**config.mk**
```make
export PLATFORM = sky130hd
export DESIGN_NAME = rom_stream_reader
export DESIGN_NICKNAME = d
export VERILOG_FILES = /design/src/rtl/rom_stream_reader_pkg.sv /design/src/rtl/stream_skid_fifo.sv /design/src/rtl/rom_stream_reader.sv
export SDC_FILE = /design/constraint.sdc
export NUM_CORES = 1
export LEC_CHECK = 0
export BUFFER_PORTS_ARGS = -buffer_cell sky130_fd_sc_hd__buf_4
export CAP_MARGIN = 40
export CORE_MARGIN = 1.5
export CORE_UTILIZATION = 40
export DETAILED_ROUTE_END_ITERATION = 10
export PLACE_DENSITY = 0.64
export SYNTH_ARGS = -nofsm -noshare
export SYNTH_HDL_FRONTEND = slang
export SYNTH_SLANG_ARGS = --single-unit
```
**constraint.sdc**
```tcl
create_clock -name i_CLK -period 6.5 [get_ports i_CLK]
set_input_delay 0.65 -clock i_CLK [delete_from_list [all_inputs] [get_ports i_CLK]]
set_output_delay 0.65 -clock i_CLK [all_outputs]
set_load 0.1 [all_outputs]
```
**src/rtl/rom_stream_reader_pkg.sv**
```systemverilog
// Shared types and constants for the ROM burst reader and its output buffer.
// Credit limit equals buffer depth so outstanding reads can never overflow it.
package rom_stream_reader_pkg;

  typedef enum logic [1:0] {
    IDLE  = 2'd0,
    ISSUE = 2'd1,
    DRAIN = 2'd2,
    DONE  = 2'd3
  } state_e;

  localparam int unsigned BUF_DEPTH    = 2;
  localparam int unsigned CREDIT_LIMIT = BUF_DEPTH;

endpackage

```
**src/rtl/stream_skid_fifo.sv**
```systemverilog
// Two-entry push/pop FIFO holding {last, data}; head visible combinationally.
// Push and pop may coincide even when full; push into a full FIFO without pop is illegal.
module stream_skid_fifo
  import rom_stream_reader_pkg::*;
#(
  parameter int unsigned p_WIDTH = 9
) (
  input  logic               clk_i,
  input  logic               rst_i,
  input  logic               push_i,
  input  logic [p_WIDTH-1:0] push_dat_i,
  input  logic               pop_i,
  output logic [p_WIDTH-1:0] head_dat_o,
  output logic [1:0]         count_o
);

  logic [p_WIDTH-1:0] mem_q [BUF_DEPTH];
  logic               wr_ptr_q;
  logic               rd_ptr_q;
  logic [1:0]         count_q;
  logic               do_pop;

  assign do_pop     = pop_i && (count_q != 2'd0);
  assign head_dat_o = mem_q[rd_ptr_q];
  assign count_o    = count_q;

  always_ff @(posedge clk_i) begin
    if (rst_i) begin
      mem_q[0] <= '0;
      mem_q[1] <= '0;
      wr_ptr_q <= 1'b0;
      rd_ptr_q <= 1'b0;
      count_q  <= 2'd0;
    end else begin
      // When full, the write slot is the head being popped this same cycle.
      if (push_i) begin
        mem_q[wr_ptr_q] <= push_dat_i;
        wr_ptr_q        <= ~wr_ptr_q;
      end
      if (do_pop) begin
        rd_ptr_q <= ~rd_ptr_q;
      end
      count_q <= count_q + {1'b0, push_i} - {1'b0, do_pop};
    end
  end

  assert property (@(posedge clk_i) disable iff (rst_i)
    !(push_i && !do_pop && (count_q == 2'(BUF_DEPTH))));

endmodule

```
**src/rtl/rom_stream_reader.sv**
```systemverilog
// Burst sequencer in front of a 1-cycle synchronous ROM, emitting a valid/ready stream with last flag.
// First word 3 cycles after start, one word per cycle; reads stall on credit so backpressure is lossless.
module rom_stream_reader
  import rom_stream_reader_pkg::*;
#(
  parameter int unsigned p_ADDR_WIDTH = 4,
  parameter int unsigned p_DATA_WIDTH = 8
) (
  input  logic                    i_CLK,
  input  logic                    i_RESET,
  input  logic                    i_START,
  input  logic [p_ADDR_WIDTH-1:0] i_START_ADDR,
  input  logic [p_ADDR_WIDTH:0]   i_LENGTH,
  output logic                    o_ROM_READ_ENABLE,
  output logic [p_ADDR_WIDTH-1:0] o_ROM_ADDRESS,
  input  logic [p_DATA_WIDTH-1:0] i_ROM_DATA,
  output logic                    o_VALID,
  output logic [p_DATA_WIDTH-1:0] o_DATA,
  output logic                    o_LAST,
  input  logic                    i_READY,
  output logic                    o_BUSY,
  output logic                    o_DONE
);

  localparam int unsigned LW = p_ADDR_WIDTH + 1;
  localparam logic [LW-1:0] MAX_LEN = {1'b1, {p_ADDR_WIDTH{1'b0}}};

  state_e                    state_q, state_d;
  logic [p_ADDR_WIDTH-1:0]   addr_q, addr_d;
  logic [LW-1:0]             remaining_q, remaining_d;
  logic                      inflight_q, inflight_d;
  logic                      inflight_last_q, inflight_last_d;

  logic [1:0]                buf_count;
  logic [p_DATA_WIDTH:0]     buf_head;
  logic                      pop;
  logic                      issue;
  logic [2:0]                credit_used;

  stream_skid_fifo #(
    .p_WIDTH (p_DATA_WIDTH + 1)
  ) u_buf (
    .clk_i      (i_CLK),
    .rst_i      (i_RESET),
    .push_i     (inflight_q),
    .push_dat_i ({inflight_last_q, i_ROM_DATA}),
    .pop_i      (pop),
    .head_dat_o (buf_head),
    .count_o    (buf_count)
  );

  assign o_VALID = (buf_count != 2'd0);
  assign o_DATA  = o_VALID ? buf_head[p_DATA_WIDTH-1:0] : '0;
  assign o_LAST  = o_VALID && buf_head[p_DATA_WIDTH];
  assign pop     = o_VALID && i_READY;

  // Words already buffered or on their way, net of the one leaving this cycle.
  assign credit_used = {1'b0, buf_count} + {2'b00, inflight_q} - {2'b00, pop};
  assign issue       = (state_q == ISSUE) && (credit_used < 3'(CREDIT_LIMIT));

  assign o_ROM_READ_ENABLE = issue;
  assign o_ROM_ADDRESS     = addr_q;

  always_comb begin
    state_d         = state_q;
    addr_d          = addr_q;
    remaining_d     = remaining_q;
    inflight_d      = issue;
    inflight_last_d = issue && (remaining_q == LW'(1));
    o_BUSY          = 1'b0;
    o_DONE          = 1'b0;

    case (state_q)
      IDLE: begin
        if (i_START) begin
          if (i_LENGTH == '0) begin
            state_d = DONE;
          end else begin
            state_d     = ISSUE;
            addr_d      = i_START_ADDR;
            remaining_d = (i_LENGTH > MAX_LEN) ? MAX_LEN : i_LENGTH;
          end
        end
      end
      ISSUE: begin
        o_BUSY = 1'b1;
        if (issue) begin
          addr_d      = addr_q + 1'b1;
          remaining_d = remaining_q - LW'(1);
          if (remaining_q == LW'(1)) begin
            state_d = DRAIN;
          end
        end
      end
      DRAIN: begin
        o_BUSY = 1'b1;
        if (pop && o_LAST) begin
          state_d = DONE;
        end
      end
      DONE: begin
        o_BUSY  = 1'b1;
        o_DONE  = 1'b1;
        state_d = IDLE;
      end
      default: state_d = IDLE;
    endcase
  end

  always_ff @(posedge i_CLK) begin
    if (i_RESET) begin
      state_q         <= IDLE;
      addr_q          <= '0;
      remaining_q     <= '0;
      inflight_q      <= 1'b0;
      inflight_last_q <= 1'b0;
    end else begin
      state_q         <= state_d;
      addr_q          <= addr_d;
      remaining_q     <= remaining_d;
      inflight_q      <= inflight_d;
      inflight_last_q <= inflight_last_d;
    end
  end

endmodule

```
## After elaboration in Yosys (flattened, before gate mapping)

Memories as Yosys holds them, arrays and structs flattened. A register that Yosys moved wholly into a read port is not among the register bits.
Index checks and enable logic that the tools add are counted.

- $add $sub $neg: 6
- Order comparisons: 2
- Eq/ne operators: 9
- Mux-type cells: 28
- Bitwise gates (word level): 2
- Reductions and logical operators: 14

Operators by type and width:

| kind | count |
|---|---|
| two-way mux 5 bit | 4 |
| two-way mux 4 bit | 3 |
| two-way mux 1 bit | 11 |
| two-way mux 2 bit | 5 |
| case mux 5 bit (2 select lines) | 1 |
| two-way mux 9 bit | 1 |
| OR reduction 9 bit | 1 |
| two-way mux 8 bit | 1 |
| != test 2 bit (second input constant) | 4 |
| case mux 2 bit (4 select lines) | 1 |
| case mux 4 bit (2 select lines) | 1 |
| AND reduction 4 bit | 2 |
| logical AND 1 bit | 6 |
| == test 5 x 1 -> 1 bit (second input constant) | 1 |
| > comparator 5 bit (second input constant) | 1 |
| logical NOT 5 bit | 1 |
| subtractor 5 x 1 -> 5 bit (second input constant) | 1 |
| adder 4 x 1 -> 4 bit (second input constant) | 1 |
| == test 2 bit (second input constant) | 2 |
| nonzero test 2 bit | 2 |
| adder 2 x 1 -> 3 bit | 1 |
| less-than comparator 3 x 2 -> 1 bit (second input constant) | 1 |
| OR reduction 3 bit | 1 |
| subtractor 3 x 1 -> 3 bit | 1 |
| other kinds (6) | 7 |

- Register bits after elaboration: 17
- Memory bits (writable): 18
- Input bits: 21
- Output and inout port bits: 17
- Word-level logic and storage cells: 70
- Memories: 1

Memories:

| name | depth | width | read ports | clocked after memory_dff | wr ports | RTL line | source |
|---|---|---|---|---|---|---|---|
| u_buf.mem_q | 2 | 9 | 1 | 1 | 2 | stream_skid_fifo.sv:17 | `logic [p_WIDTH-1:0] mem_q [BUF_DEPTH];` |

## Logic depth before layout (Yosys ltp)

- Depth after elaboration: 7
- Mapped depth: 11
- Depth with buffers taken out: 10

## Hierarchy

From an unflattened synthesis, not the netlist that was laid out.

- Cells, all modules: 214
- Area, all modules: 2127.0 um^2

Modules (own cells, without submodules):

| module | instances | cells an instance | area an instance (um^2) |
|---|---|---|---|
| rom_stream_reader | 1 | 134 | 1103.6 |
| stream_skid_fifo | 1 | 80 | 1023.5 |

## Worst setup path after synthesis

OpenSTA, ideal clock, no wires.

- Path kind: input to output
- From: input i_READY
- To: output o_ROM_READ_ENABLE
- Data arrival time: 2829 ps
- Data required time: 5850 ps
- Path slack: 3021 ps
- Cell stages on the path: 9
- Buffers on the path: 0
- Path through: o21ai_0 -> inv_1 -> ha_1 -> inv_1 -> ha_1 -> fa_1 -> xnor2_1 -> or3_1 -> inv_1

- Word-level cells in the longest chain between the ends: 4

RTL lines:

| what | RTL line | source |
|---|---|---|
| from (decl) | rom_stream_reader.sv:20 | `input logic i_READY,` |
| logical AND 1 bit | rom_stream_reader.sv:55 | `assign pop = o_VALID && i_READY;` |
| subtractor 3 x 1 -> 3 bit | rom_stream_reader.sv:58 | `assign credit_used = {1'b0, buf_count} + {2'b00, inflight_q} - {2'b00, pop};` |
| less-than comparator 3 x 2 -> 1 bit | rom_stream_reader.sv:59 | `assign issue = (state_q == ISSUE) && (credit_used < 3'(CREDIT_LIMIT));` |
| logical AND 1 bit | rom_stream_reader.sv:59 |  |
| to (decl) | rom_stream_reader.sv:14 | `output logic o_ROM_READ_ENABLE,` |

No other way between the ends.

## Final worst setup path

- From: register u_buf.count_q[1], in the netlist u_buf.count_o[1]
- To: output o_ROM_READ_ENABLE

- Word-level cells in the longest chain between the ends: 5
- Elaborated cells between the ends (all ways): 6
- Classes of those cells: add/sub: 2; order compare: 1; reduce/logical: 3

RTL lines:

| what | RTL line | source |
|---|---|---|
| from (decl) | stream_skid_fifo.sv:20 | `logic [1:0] count_q;` |
| from (signal assigned) | stream_skid_fifo.sv:43 | `count_q <= count_q + {1'b0, push_i} - {1'b0, do_pop};` |
| parallel branches: the longest is 2 deep, another holds adder 2 x 1 -> 3 bit | - |  |
| subtractor 3 x 1 -> 3 bit * | rom_stream_reader.sv:58 |  |
| less-than comparator 3 x 2 -> 1 bit * | rom_stream_reader.sv:59 |  |
| logical AND 1 bit * | rom_stream_reader.sv:59 |  |

Every way passes the cells marked *.

==> summary.txt <==
Synthesis
  • Post-Syn Area: 0.002009 mm^2
  • Cell count after synthesis: 196
  • Async SR Flop Fraction: 0%
  • Net Count, Synth: 228
  • Yosys cell types: 47
  • Post-synth EDFFs: 18
  • Post-synthesis sequential area ratio: 44.83%
  • Synth Warn #: 0
  • Top_reg_cell synth: edfxtp_1
  • Syn Area/Cell: 10.25 um^2
  • Flops & latches, synth: 36

Drt
  • DRT Pass-1 Iters: 4
  • ANT nets after route: 0
  • DRC viols: 0
  • Via density: 5.106
  • Post-Route WL: 4.126 mm
  • Routed vias: 1542
  • Iter 0 DRT Violations: 55
  • DR WL/cell: 13.66 um

Floorplan
  • Initial core utilization: 41.99%
  • Core area: 0.004786 mm^2
  • Die W: 73.88 um
  • Num ports: 38
  • Cell Rows: 25
  • Die Ht: 73.88 um
  • Full die area: 0.005458 mm^2

Clock tree
  • Root buffer cell: clkbuf_8
  • Clock tree buffer depth: 2
  • CTS Buf Count: 5
  • Post-CTS Hold Fix Bufs: 0
  • Clock latency on the worst-skew pair: 290 ps
  • Post-CTS setup buffers: 0
  • CTS tree: built
  • Number of H-tree levels: 2
  • # clock sinks: 36
  • Post-CTS sizing: 0
  • Reg clk slew, reported paths: 70 ps

Timing
  • Endpoints failing setup: 0
  • Final min period: 3578 ps
  • Setup repair after global routing missed its margin: no
  • Final Hold Vio Count: 0
  • Final slew viol count: 0
  • Clock Skew: 10.72 ps
  • Final period utilization: 55.04%
  • Slew @ Worst Pin: 846.9 ps
  • Slew headroom: 43.42%
  • Final setup TNS: 0 ps
  • Peak Freq: 0.2795 GHz
  • Final setup slack of the worst path: 2922 ps

Setup path
  • CP max-delay cell: fa_1
  • Crit Path Max Fanout: 5
  • R2R depth: 10
  • Crit path kind: reg2out
  • Critical Path Start Type: flip-flop
  • RR Startpoint: u_buf.count_o[1]
  • Critical Path RT: 5850 ps
  • Max incr delay on CP: 410 ps
  • Worst path cell trace: o21ai_0, inv_1, ha_1, inv_1, ha_1, fa_1, xnor2_1, or3_1, inv_1, buf_4
  • Worst R2R Setup Slack: 3790 ps
  • WP data arrival: 2930 ps
  • Crit path capture type: output port
  • FF-to-FF End: remaining_q[0]
  • Worst path most repeated cell: inv_1

Final layout
  • Ant. Diodes: 0
  • Commonest non-fill, non-tap cell in the layout: buf_4
  • Share of cells above drive strength 1: 23.83%
  • Layout area overhead: 20.49%
  • Commonest cells after routing, fill and taps aside: buf_4, and2_1, nor2_1, dfxtp_1, edfxtp_1
  • Net count, final: 266
  • Filler Cells Inserted: 467

Job
  • Maxcap violations: 0

Global routing
  • Vias in the first global route: 1466
  • GRT Util Overall: 17.08%
  • Remaining Overflow, GRT: 0
  • First-pass GRT wire length: 7.003 mm
  • Largest net degree at the start of global routing: 24
  • Initial antenna violation count: 0

Place
  • IO buf count: 37
  • HPWL Detailed: 2.963 mm
  • Worst slack, placed: 3026 ps
  • Final Wtd Congestion: 0.8375

Status
  • Status: finished, final reports clean

Min path
  • Min-delay src: u_buf.rd_ptr_q
  • WHS Endpoint: u_buf.rd_ptr_q
  • Hold path cells: 2
  • Worst hold path class: reg2reg
per-stage QoR:
stage | hold WS, ps | util [%] | instance area [um^2] | instances
6_report | 518.9 | 50.59 | 2421 | 302
3_5_place_dp | 499.8 | 48.84 | 2337 | 294
4_1_cts | 519.9 | 50.59 | 2421 | 302
2_1_floorplan | 472.5 | - | 2009 | 196
5_1_grt | 558.8 | 50.59 | 2421 | 302
3_3_place_gp | 497.9 | 48.73 | 2332 | 293
cell usage after synthesis (2+ instances only):
library cell	instances	share of area (%)
mux2i_1	12	6.0
and2_1	19	5.9
clkbuf_1	2	0.37
buf_1	2	0.37
a21oi_1	8	2.0
a311oi_1	2	0.87
ha_1	10	6.2
a31o_2	2	0.87
a21oi_2	2	0.87
o31ai_1	5	1.9
edfxtp_1	18	27
inv_1	17	3.2
xor2_1	3	1.3
xnor2_1	2	0.87
dfxtp_1	18	18
nor3b_1	2	0.75
nor2b_1	6	1.9
nand2b_1	2	0.62
nor2_1	18	3.4
nand3_1	6	1.5
o21ai_0	4	1.0
nand2_1	7	1.3
a311oi_2	2	1.5
nor3_1	2	0.50
a31oi_1	3	0.93
metal layers:
metal,vias to the layer above,global-route usage (%),part of all wire [%]
li1,773,-,-
met1,720,21.43,44
met2,45,28.83,50
met3,4,4.801,5.4
met4,0,4.321,0.85
met5,-,0,0
how the worst max path moves through the flow:
| stage | from | end | slack, ps | cells past startpoint |
|---|---|---|---|---|
| 5_1_grt | u_buf.count_o[1] | o_ROM_READ_ENABLE | 2700 | 10 |
| 3_3_place_gp | i_READY | o_ROM_READ_ENABLE | 3070 | 11 |
| 6_report | u_buf.count_o[1] | o_ROM_READ_ENABLE | 2920 | 10 |
| 2_1_floorplan | i_READY | o_ROM_READ_ENABLE | 3020 | 9 |
| 4_1_cts | u_buf.count_o[1] | o_ROM_READ_ENABLE | 2910 | 10 |
| 3_5_place_dp | i_READY | o_ROM_READ_ENABLE | 3030 | 11 |
critical path: cells and delay by family, from the launching register on:
family	cells	cell delay, ps
AO/OA/AOI/OAI	1	350
XOR/XNOR	1	180
adder cells (fa/ha/maj)	3	870
buffers and inverters	4	510
flip-flops	1	360
AND/OR/NAND/NOR	1	370
final cells by class:
type	instances	area (um^2)	share of cell area, %
clock buffer	6	72.57	2.997
sequential	36	900.9	37.21
timing repair buffer	38	282.8	11.68
inverter	17	63.81	2.636
clock inverter	2	11.26	0.4651
multi-input combinational	136	1006	41.55
tap	67	83.83	3.463
sequential cells by signal, indices dropped and copies added, names as in the netlist, named ones only:
name             flops
u_buf.mem_q         18
remaining_q          5
o_ROM_ADDRESS        4
state_q              2
u_buf.count_o        2
inflight_last_q      1
inflight_q           1
u_buf.rd_ptr_q       1
u_buf.wr_ptr_q       1
kinds of logic after synthesis:
kind of cell | count (synthesis) | synth area share [%]
simple gates | 69 | 19.12
compound gates | 39 | 15.57
flops | 36 | 44.83
buf+inv | 24 | 5.106
mux | 12 | 5.978
fa+ha+maj | 11 | 7.223
xor+xnor | 5 | 2.180
Power is left out: the tool's default activity adds up to more than one toggle a clock period on the data nets, which glitch-free logic cannot reach.
